<file path="config.mk">
export PLATFORM = sky130hd
export DESIGN_NAME = mac_rx_frame_flat
export DESIGN_NICKNAME = d
export VERILOG_FILES = /design/src/rtl/mac_rx_frame_if.sv /design/src/rtl/mac_rx_frame.sv /design/src/flat_wrapper.sv
export SDC_FILE = /design/constraint.sdc
export NUM_CORES = 1
export LEC_CHECK = 0
export CAP_MARGIN = 40
export CORE_MARGIN = 5
export CORE_UTILIZATION = 45
export DETAILED_ROUTE_END_ITERATION = 16
export HOLD_SLACK_MARGIN = 0.05
export PLACE_DENSITY_LB_ADDON = 0.3
export SYNTH_ARGS = -nofsm -noshare
export SYNTH_HDL_FRONTEND = slang
export SYNTH_SLANG_ARGS = --single-unit
</file>
<file path="constraint.sdc">
create_clock -name clk -period 8.5 [get_ports clk]
set_input_delay 1.7 -clock clk [delete_from_list [all_inputs] [get_ports clk]]
set_output_delay 1.7 -clock clk [all_outputs]
set_load 0.005 [all_outputs]
</file>
<file path="src/rtl/mac_rx_frame_if.sv">
// RMII receive-side bundle: PHY dibit stream in, captured payload and its valid pulse out.
// master = stream source / payload consumer, slave = the mac_rx_frame receiver.
interface mac_rx_frame_if #(
    parameter int PAYLOAD_BYTES = 5
) ();
    logic                       crsdv;
    logic [1:0]                 rxd;
    logic [8*PAYLOAD_BYTES-1:0] payload;
    logic                       valid;

    modport master (output crsdv, output rxd, input payload, input valid);
    modport slave  (input crsdv, input rxd, output payload, output valid);
endinterface

</file>
<file path="src/rtl/mac_rx_frame.sv">
// RMII receive front end: preamble strip, MAC/ethertype filter, payload capture and FCS check.
// Optional frame statistics counters are compiled in when MAC_RX_STATS_EN is defined.
module mac_rx_frame #(
    parameter logic [47:0] FPGA_MAC         = 48'h12_34_56_78_9A_BC,
    parameter logic [15:0] ETHERTYPE        = 16'h88B5,
    parameter int          PAYLOAD_BYTES    = 5,
    parameter bit          ACCEPT_BROADCAST = 1'b0,
    parameter int          MAX_FRAME_BYTES  = 1522
) (
    input  logic          clk,
    input  logic          rst,
    mac_rx_frame_if.slave rx,
    output logic [2:0]    state_dbg
`ifdef MAC_RX_STATS_EN
    ,
    output logic [15:0]   frames_ok,
    output logic [15:0]   frames_crc_err,
    output logic [15:0]   frames_filtered
`endif
);
    localparam int              CW          = $clog2(MAX_FRAME_BYTES + 1);
    localparam int              PW          = 8 * PAYLOAD_BYTES;
    localparam logic [CW-1:0]   MAX_CNT     = CW'(MAX_FRAME_BYTES);
    localparam logic [CW-1:0]   MIN_CNT     = CW'(18 + PAYLOAD_BYTES);
    localparam logic [CW-1:0]   LAST_PAY    = CW'(13 + PAYLOAD_BYTES);
    localparam logic [31:0]     CRC_POLY    = 32'hEDB88320;
    localparam logic [31:0]     CRC_RESIDUE = 32'hDEBB20E3;

    typedef enum logic [2:0] {
        S_IDLE, S_PREAMBLE, S_HEADER, S_PAYLOAD, S_TAIL, S_DROP
    } state_t;

    // valid/payload contract: valid is high for exactly one cycle per accepted
    // frame and payload changes only on that cycle; there is no back-pressure.

    state_t          state, state_d;
    logic [1:0]      phase;
    logic [5:0]      sr;
    logic [CW-1:0]   byte_cnt;
    logic [31:0]     crc;
    logic [PW-1:0]   shadow, shadow_sh, payload_q;
    logic            valid_q, mac_hit, bc_hit;

    logic            clr_frame, take_dibit, byte_done, shift_pay, accept;
    logic            mac_hit_d, bc_hit_d, filt_evt, crc_evt;
    logic [7:0]      byte_val, mac_byte;
    logic [2:0]      hdr_sel;
    logic [47:0]     mac_shift;

    function automatic logic [31:0] crc_dibit(input logic [31:0] c, input logic [1:0] d);
        logic [31:0] r;
        r = c;
        for (int i = 0; i < 2; i++)
            r = (r[0] ^ d[i]) ? ((r >> 1) ^ CRC_POLY) : (r >> 1);
        return r;
    endfunction

    always_ff @(posedge clk or posedge rst) begin
        if (rst) state <= S_DROP;
        else     state <= state_d;
    end

    always_comb begin
        state_d    = state;
        clr_frame  = 1'b0;
        take_dibit = 1'b0;
        shift_pay  = 1'b0;
        accept     = 1'b0;
        filt_evt   = 1'b0;
        crc_evt    = 1'b0;
        mac_hit_d  = mac_hit;
        bc_hit_d   = bc_hit;
        byte_val   = {rx.rxd, sr};
        byte_done  = (phase == 2'd3);
        hdr_sel    = 3'd5 - byte_cnt[2:0];
        mac_shift  = FPGA_MAC >> {hdr_sel, 3'b000};
        mac_byte   = mac_shift[7:0];
        shadow_sh  = shadow << 8;
        shadow_sh[7:0] = byte_val;

        case (state)
            S_IDLE: begin
                if (rx.crsdv) begin
                    if (rx.rxd == 2'b01)      state_d = S_PREAMBLE;
                    else if (rx.rxd != 2'b00) state_d = S_DROP;
                end
            end
            S_PREAMBLE: begin
                if (!rx.crsdv) state_d = S_IDLE;
                else if (rx.rxd == 2'b11) begin
                    state_d   = S_HEADER;
                    clr_frame = 1'b1;
                end else if (rx.rxd != 2'b01) state_d = S_DROP;
            end
            S_HEADER, S_PAYLOAD, S_TAIL: begin
                if (!rx.crsdv) begin
                    state_d = S_IDLE;
                    if (state == S_TAIL && phase == 2'd0 && byte_cnt >= MIN_CNT) begin
                        if (crc == CRC_RESIDUE) accept  = 1'b1;
                        else                    crc_evt = 1'b1;
                    end
                end else begin
                    take_dibit = 1'b1;
                    if (byte_done) begin
                        if (byte_cnt == MAX_CNT) begin
                            state_d  = S_DROP;
                            filt_evt = 1'b1;
                        end else if (state == S_HEADER) begin
                            if (byte_cnt < CW'(6)) begin
                                mac_hit_d = mac_hit && (byte_val == mac_byte);
                                bc_hit_d  = bc_hit && (byte_val == 8'hFF);
                                if (!mac_hit_d && !bc_hit_d) begin
                                    state_d  = S_DROP;
                                    filt_evt = 1'b1;
                                end
                            end else if (byte_cnt == CW'(12) && byte_val != ETHERTYPE[15:8]) begin
                                state_d  = S_DROP;
                                filt_evt = 1'b1;
                            end else if (byte_cnt == CW'(13)) begin
                                if (byte_val != ETHERTYPE[7:0]) begin
                                    state_d  = S_DROP;
                                    filt_evt = 1'b1;
                                end else state_d = S_PAYLOAD;
                            end
                        end else if (state == S_PAYLOAD) begin
                            shift_pay = 1'b1;
                            if (byte_cnt == LAST_PAY) state_d = S_TAIL;
                        end
                    end
                end
            end
            S_DROP: begin
                if (!rx.crsdv) state_d = S_IDLE;
            end
            default: state_d = S_DROP;
        endcase
    end

    always_ff @(posedge clk or posedge rst) begin
        if (rst) begin
            phase     <= '0;
            sr        <= '0;
            byte_cnt  <= '0;
            crc       <= '0;
            shadow    <= '0;
            payload_q <= '0;
            valid_q   <= 1'b0;
            mac_hit   <= 1'b0;
            bc_hit    <= 1'b0;
        end else begin
            valid_q <= accept;
            if (accept) payload_q <= shadow;
            if (clr_frame) begin
                phase    <= '0;
                byte_cnt <= '0;
                crc      <= 32'hFFFF_FFFF;
                mac_hit  <= 1'b1;
                bc_hit   <= ACCEPT_BROADCAST;
            end else if (take_dibit) begin
                phase   <= phase + 2'd1;
                sr      <= {rx.rxd, sr[5:2]};
                crc     <= crc_dibit(crc, rx.rxd);
                mac_hit <= mac_hit_d;
                bc_hit  <= bc_hit_d;
                if (byte_done) byte_cnt <= byte_cnt + CW'(1);
                if (shift_pay) shadow <= shadow_sh;
            end
        end
    end

`ifdef MAC_RX_STATS_EN
    always_ff @(posedge clk or posedge rst) begin
        if (rst) begin
            frames_ok       <= '0;
            frames_crc_err  <= '0;
            frames_filtered <= '0;
        end else begin
            if (accept && frames_ok != 16'hFFFF)         frames_ok       <= frames_ok + 16'd1;
            if (crc_evt && frames_crc_err != 16'hFFFF)   frames_crc_err  <= frames_crc_err + 16'd1;
            if (filt_evt && frames_filtered != 16'hFFFF) frames_filtered <= frames_filtered + 16'd1;
        end
    end
`endif

    assign rx.payload = payload_q;
    assign rx.valid   = valid_q;
    assign state_dbg  = state;
endmodule
</file>
<file path="src/flat_wrapper.sv">
// flat-port wrapper written by rule: the top's interface ports become plain ports
module mac_rx_frame_flat 
#(
    parameter logic [47:0] FPGA_MAC         = 48'h12_34_56_78_9A_BC,
    parameter logic [15:0] ETHERTYPE        = 16'h88B5,
    parameter int          PAYLOAD_BYTES    = 5,
    parameter bit          ACCEPT_BROADCAST = 1'b0,
    parameter int          MAX_FRAME_BYTES  = 1522
)
  (clk, rst, state_dbg, rx_crsdv, rx_rxd, rx_payload, rx_valid);
  mac_rx_frame_if #(.PAYLOAD_BYTES(PAYLOAD_BYTES)) rx_i ();
  input  logic clk;
  input  logic rst;
  output logic [2:0] state_dbg;
  input wire logic [$bits(rx_i.crsdv)-1:0] rx_crsdv;
  input wire logic [$bits(rx_i.rxd)-1:0] rx_rxd;
  output wire logic [$bits(rx_i.payload)-1:0] rx_payload;
  output wire logic [$bits(rx_i.valid)-1:0] rx_valid;
  assign rx_i.crsdv = rx_crsdv;
  assign rx_i.rxd = rx_rxd;
  assign rx_payload = rx_i.payload;
  assign rx_valid = rx_i.valid;
  mac_rx_frame #(.FPGA_MAC(FPGA_MAC), .ETHERTYPE(ETHERTYPE), .PAYLOAD_BYTES(PAYLOAD_BYTES), .ACCEPT_BROADCAST(ACCEPT_BROADCAST), .MAX_FRAME_BYTES(MAX_FRAME_BYTES)) u_core (.clk(clk), .rst(rst), .rx(rx_i), .state_dbg(state_dbg));
endmodule
</file>
==> run summary <==
Slew Viols, Final - 0
clk_lat worst skew - 420 ps
DP HPWL - 8.20 mm
Finished Layout Cells - 774
Synth Flop Type - dfrtp_1
TritonCTS buffer count - 17
Arr. time, crit path - 4270 ps
worst-margin pin slew - 710 ps
initial antenna violation count - 0
via count of the first global-routing pass - 4162
Reg clk slew, reported paths - 60 ps
crit path capture type - register
Die Height - 128 um
# diodes - 0
Iter 0 DRT Violations - 271
Initial Utilization - 0.456
Hold Violations, Final - 0
total power - 2.35 mW
Final min period - 3990 ps
pwr/cell area - 308 mW/mm2
Vias - 4207
Final Skew - 6.99 ps
Startpoint Class - primary input
Warnings, synthesis - 0
area grow syn2layout - 21.2%
Routed WL per cell - 15.8 um
layout cells sized above 1 - 0.237
Post-synth EDFFs - 0
GRT overflow - 0
LEAKAGE - 3.48 nW
post-route ant nets - 0
drt via density - 5.44
DRC Markers - 0
design area - 0.00764 mm2
status - finished, final reports clean
GRT Util Overall - 0.157
Worst Setup SP - rx_rxd[0]
H-tree depth - 4
Synth top area share - 0.536
commonest cells in the synthesized netlist - dfrtp_1, mux2_2, nand2_1, nor3_1, xnor2_1
cell with the most instances after synthesis - dfrtp_1
FF+latch count, synth - 137
# setup viols final - 0
die area - 0.0165 mm2
Core Box Area - 0.0138 mm2
DP Area - 0.00701 mm2
WL final - 12.2 mm
Port Buffer Count - 48
Synth Instances - 537
CP max FO - 9
fmax - 251 MHz
startpoint of the worst-slack reg-to-reg timing path - u_core.state_dbg[2]$_DFFE_PP1P_
synth top area cells - dfrtp_1, mux2_2, xnor2_1
Seq/Total Area, Yosys - 0.544
Slew HR - 0.522
clock root cell - clkbuf_16
Post-synth ARST share - 1.00
largest net degree at the start of global routing - 62
Setup CP Type - in -> reg
row count - 43
I/O Pins - 49
Hold Crit Start - u_core.shadow[34]$_DFFE_PP0P_
Tcrit/Tclk final - 0.469
First-pass DRT Iterations - 4
Max rail drop VDD - 0.206 mV
Placed Cells - 742
average instance area after synthesis - 11.7 um2
Max Cap Violations - 0
GPL Wtd Cong - 0.902
syn nets - 553
RSZ-0062 raised after global routing - no
Yosys cell types - 61
WP data required - 8780 ps
first-pass GRT wire length - 20.7 mm
cell taking the most area after synthesis - dfrtp_1
synthesized area - 0.00630 mm2
post_cts resized - 0
Layout Utilization - 0.553
setup TNS - 0 ps
CTS Buffer Depth - 2
die width - 128 um
# Post-CTS Setup Buffers - 0
Layout Nets - 597
clock sink total - 137
hold buffers post-CTS - 0
CTS tree - done
Hold Path Class - reg -> reg
-- area by class of cell --
type | count | area, um2
Fill cell | 1145 | 6180
Tap cell | 180 | 225
Inverter | 11 | 46.3
Sequential cell | 137 | 3430
Timing Repair Buffer | 55 | 581
Clock buffer | 17 | 425
Clock inverter | 15 | 213
Multi-Input combinational cell | 359 | 2720
-- registers in the layout, indices dropped and copies added, names as in the netlist --
name / count
u_core.mac_hit: 1
u_core.shadow: 40
u_core.crc: 32
u_core.phase: 2
u_core.rx.valid: 1
u_core.rx.payload: 40
u_core.sr: 6
u_core.state_dbg: 3
u_core.byte_cnt: 11
u_core.bc_hit: 1
-- per-layer routing --
layer	vias up	GRT usage	wire [um]
met2	86	0.242	5840
met1	2110	0.216	5680
li1	1998	-	-
met3	13	0.0452	591
met5	-	0	0
met4	0	0.0512	112
-- critical path: stages --
cell and delay, ps:
clkdlybuf4s50_1 800, nand2_1 240, or4_1 650, a211oi_1 490, nand3_1 150, xor2_1 170
nor2_1 50
-- logic make-up (layout without fill, tap and decap cells) --
family | Yosys count | in the layout | synth area share
compound gates | 67 | 67 | 0.0707
xor+xnor | 39 | 39 | 0.0578
fa+ha+maj | 12 | 12 | 0.0234
buf+inv | 41 | 98 | 0.0272
flops | 137 | 137 | 0.544
mux | 81 | 81 | 0.144
simple gates | 160 | 160 | 0.132
-- where the power goes --
| part | internal, mW | leakage (nW) | switching (mW) |
|---|---|---|---|
| registers | 0.796 | 1.80 | 0.156 |
| logic | 0.293 | 1.37 | 0.323 |
| clock network | 0.497 | 0.307 | 0.290 |
| total | 1.59 | 3.48 | 0.769 |
-- cell usage in the layout (no fill, tap or decap), types with 3 or more instances in the layout --
cell	netlist	routed
nor3_1	27	26
or3_1	3	3
nor4_1	4	3
o21ai_0	16	16
clkinv_4	0	3
buf_4	1	4
nand3b_1	3	3
mux2_1	4	4
nand2_1	59	59
bufinv_16	0	4
mux2_2	76	76
clkdlybuf4s50_1	0	48
or2_2	3	3
xor2_1	9	9
nor2_1	20	20
inv_6	0	5
inv_1	11	10
nor2b_1	4	4
xnor2_1	27	27
nand4_1	4	4
a21oi_1	23	23
nor3b_1	3	3
nand3_1	11	10
xor2_2	3	3
a211oi_1	3	3
dfrtp_1	135	135
clkbuf_16	0	17
ha_1	11	11
o31ai_1	3	3
-- path summary, 6_finish.rpt --
check | endpoint | slack [ps] | depth (start not counted)
max | u_core.byte_cnt[10]$_DFFE_PP0P_ | 4510 | 7
min | u_core.shadow[34]$_DFFE_PP0P_ | 480 | 1
max reg2reg | u_core.rx.payload[26]$_DFFE_PP0P_ | 5580 | 6
min reg2reg | u_core.shadow[34]$_DFFE_PP0P_ | 480 | 1
max in group asynchronous | u_core.rx.payload[3]$_DFFE_PP0P_ | 5720 | 4
min in group asynchronous | u_core.shadow[25]$_DFFE_PP0P_ | 1720 | 2
-- stage by stage --
stage / setup WS, ps / hold slack [ps]
after CTS: 4550 / 486
after global routing: 4320 / 500
final: 4510 / 483
after global placement: 4110 / 464
after detailed placement: 4110 / 471
after floorplan: 3140 / 447
(Power assumes the default switching activity.)
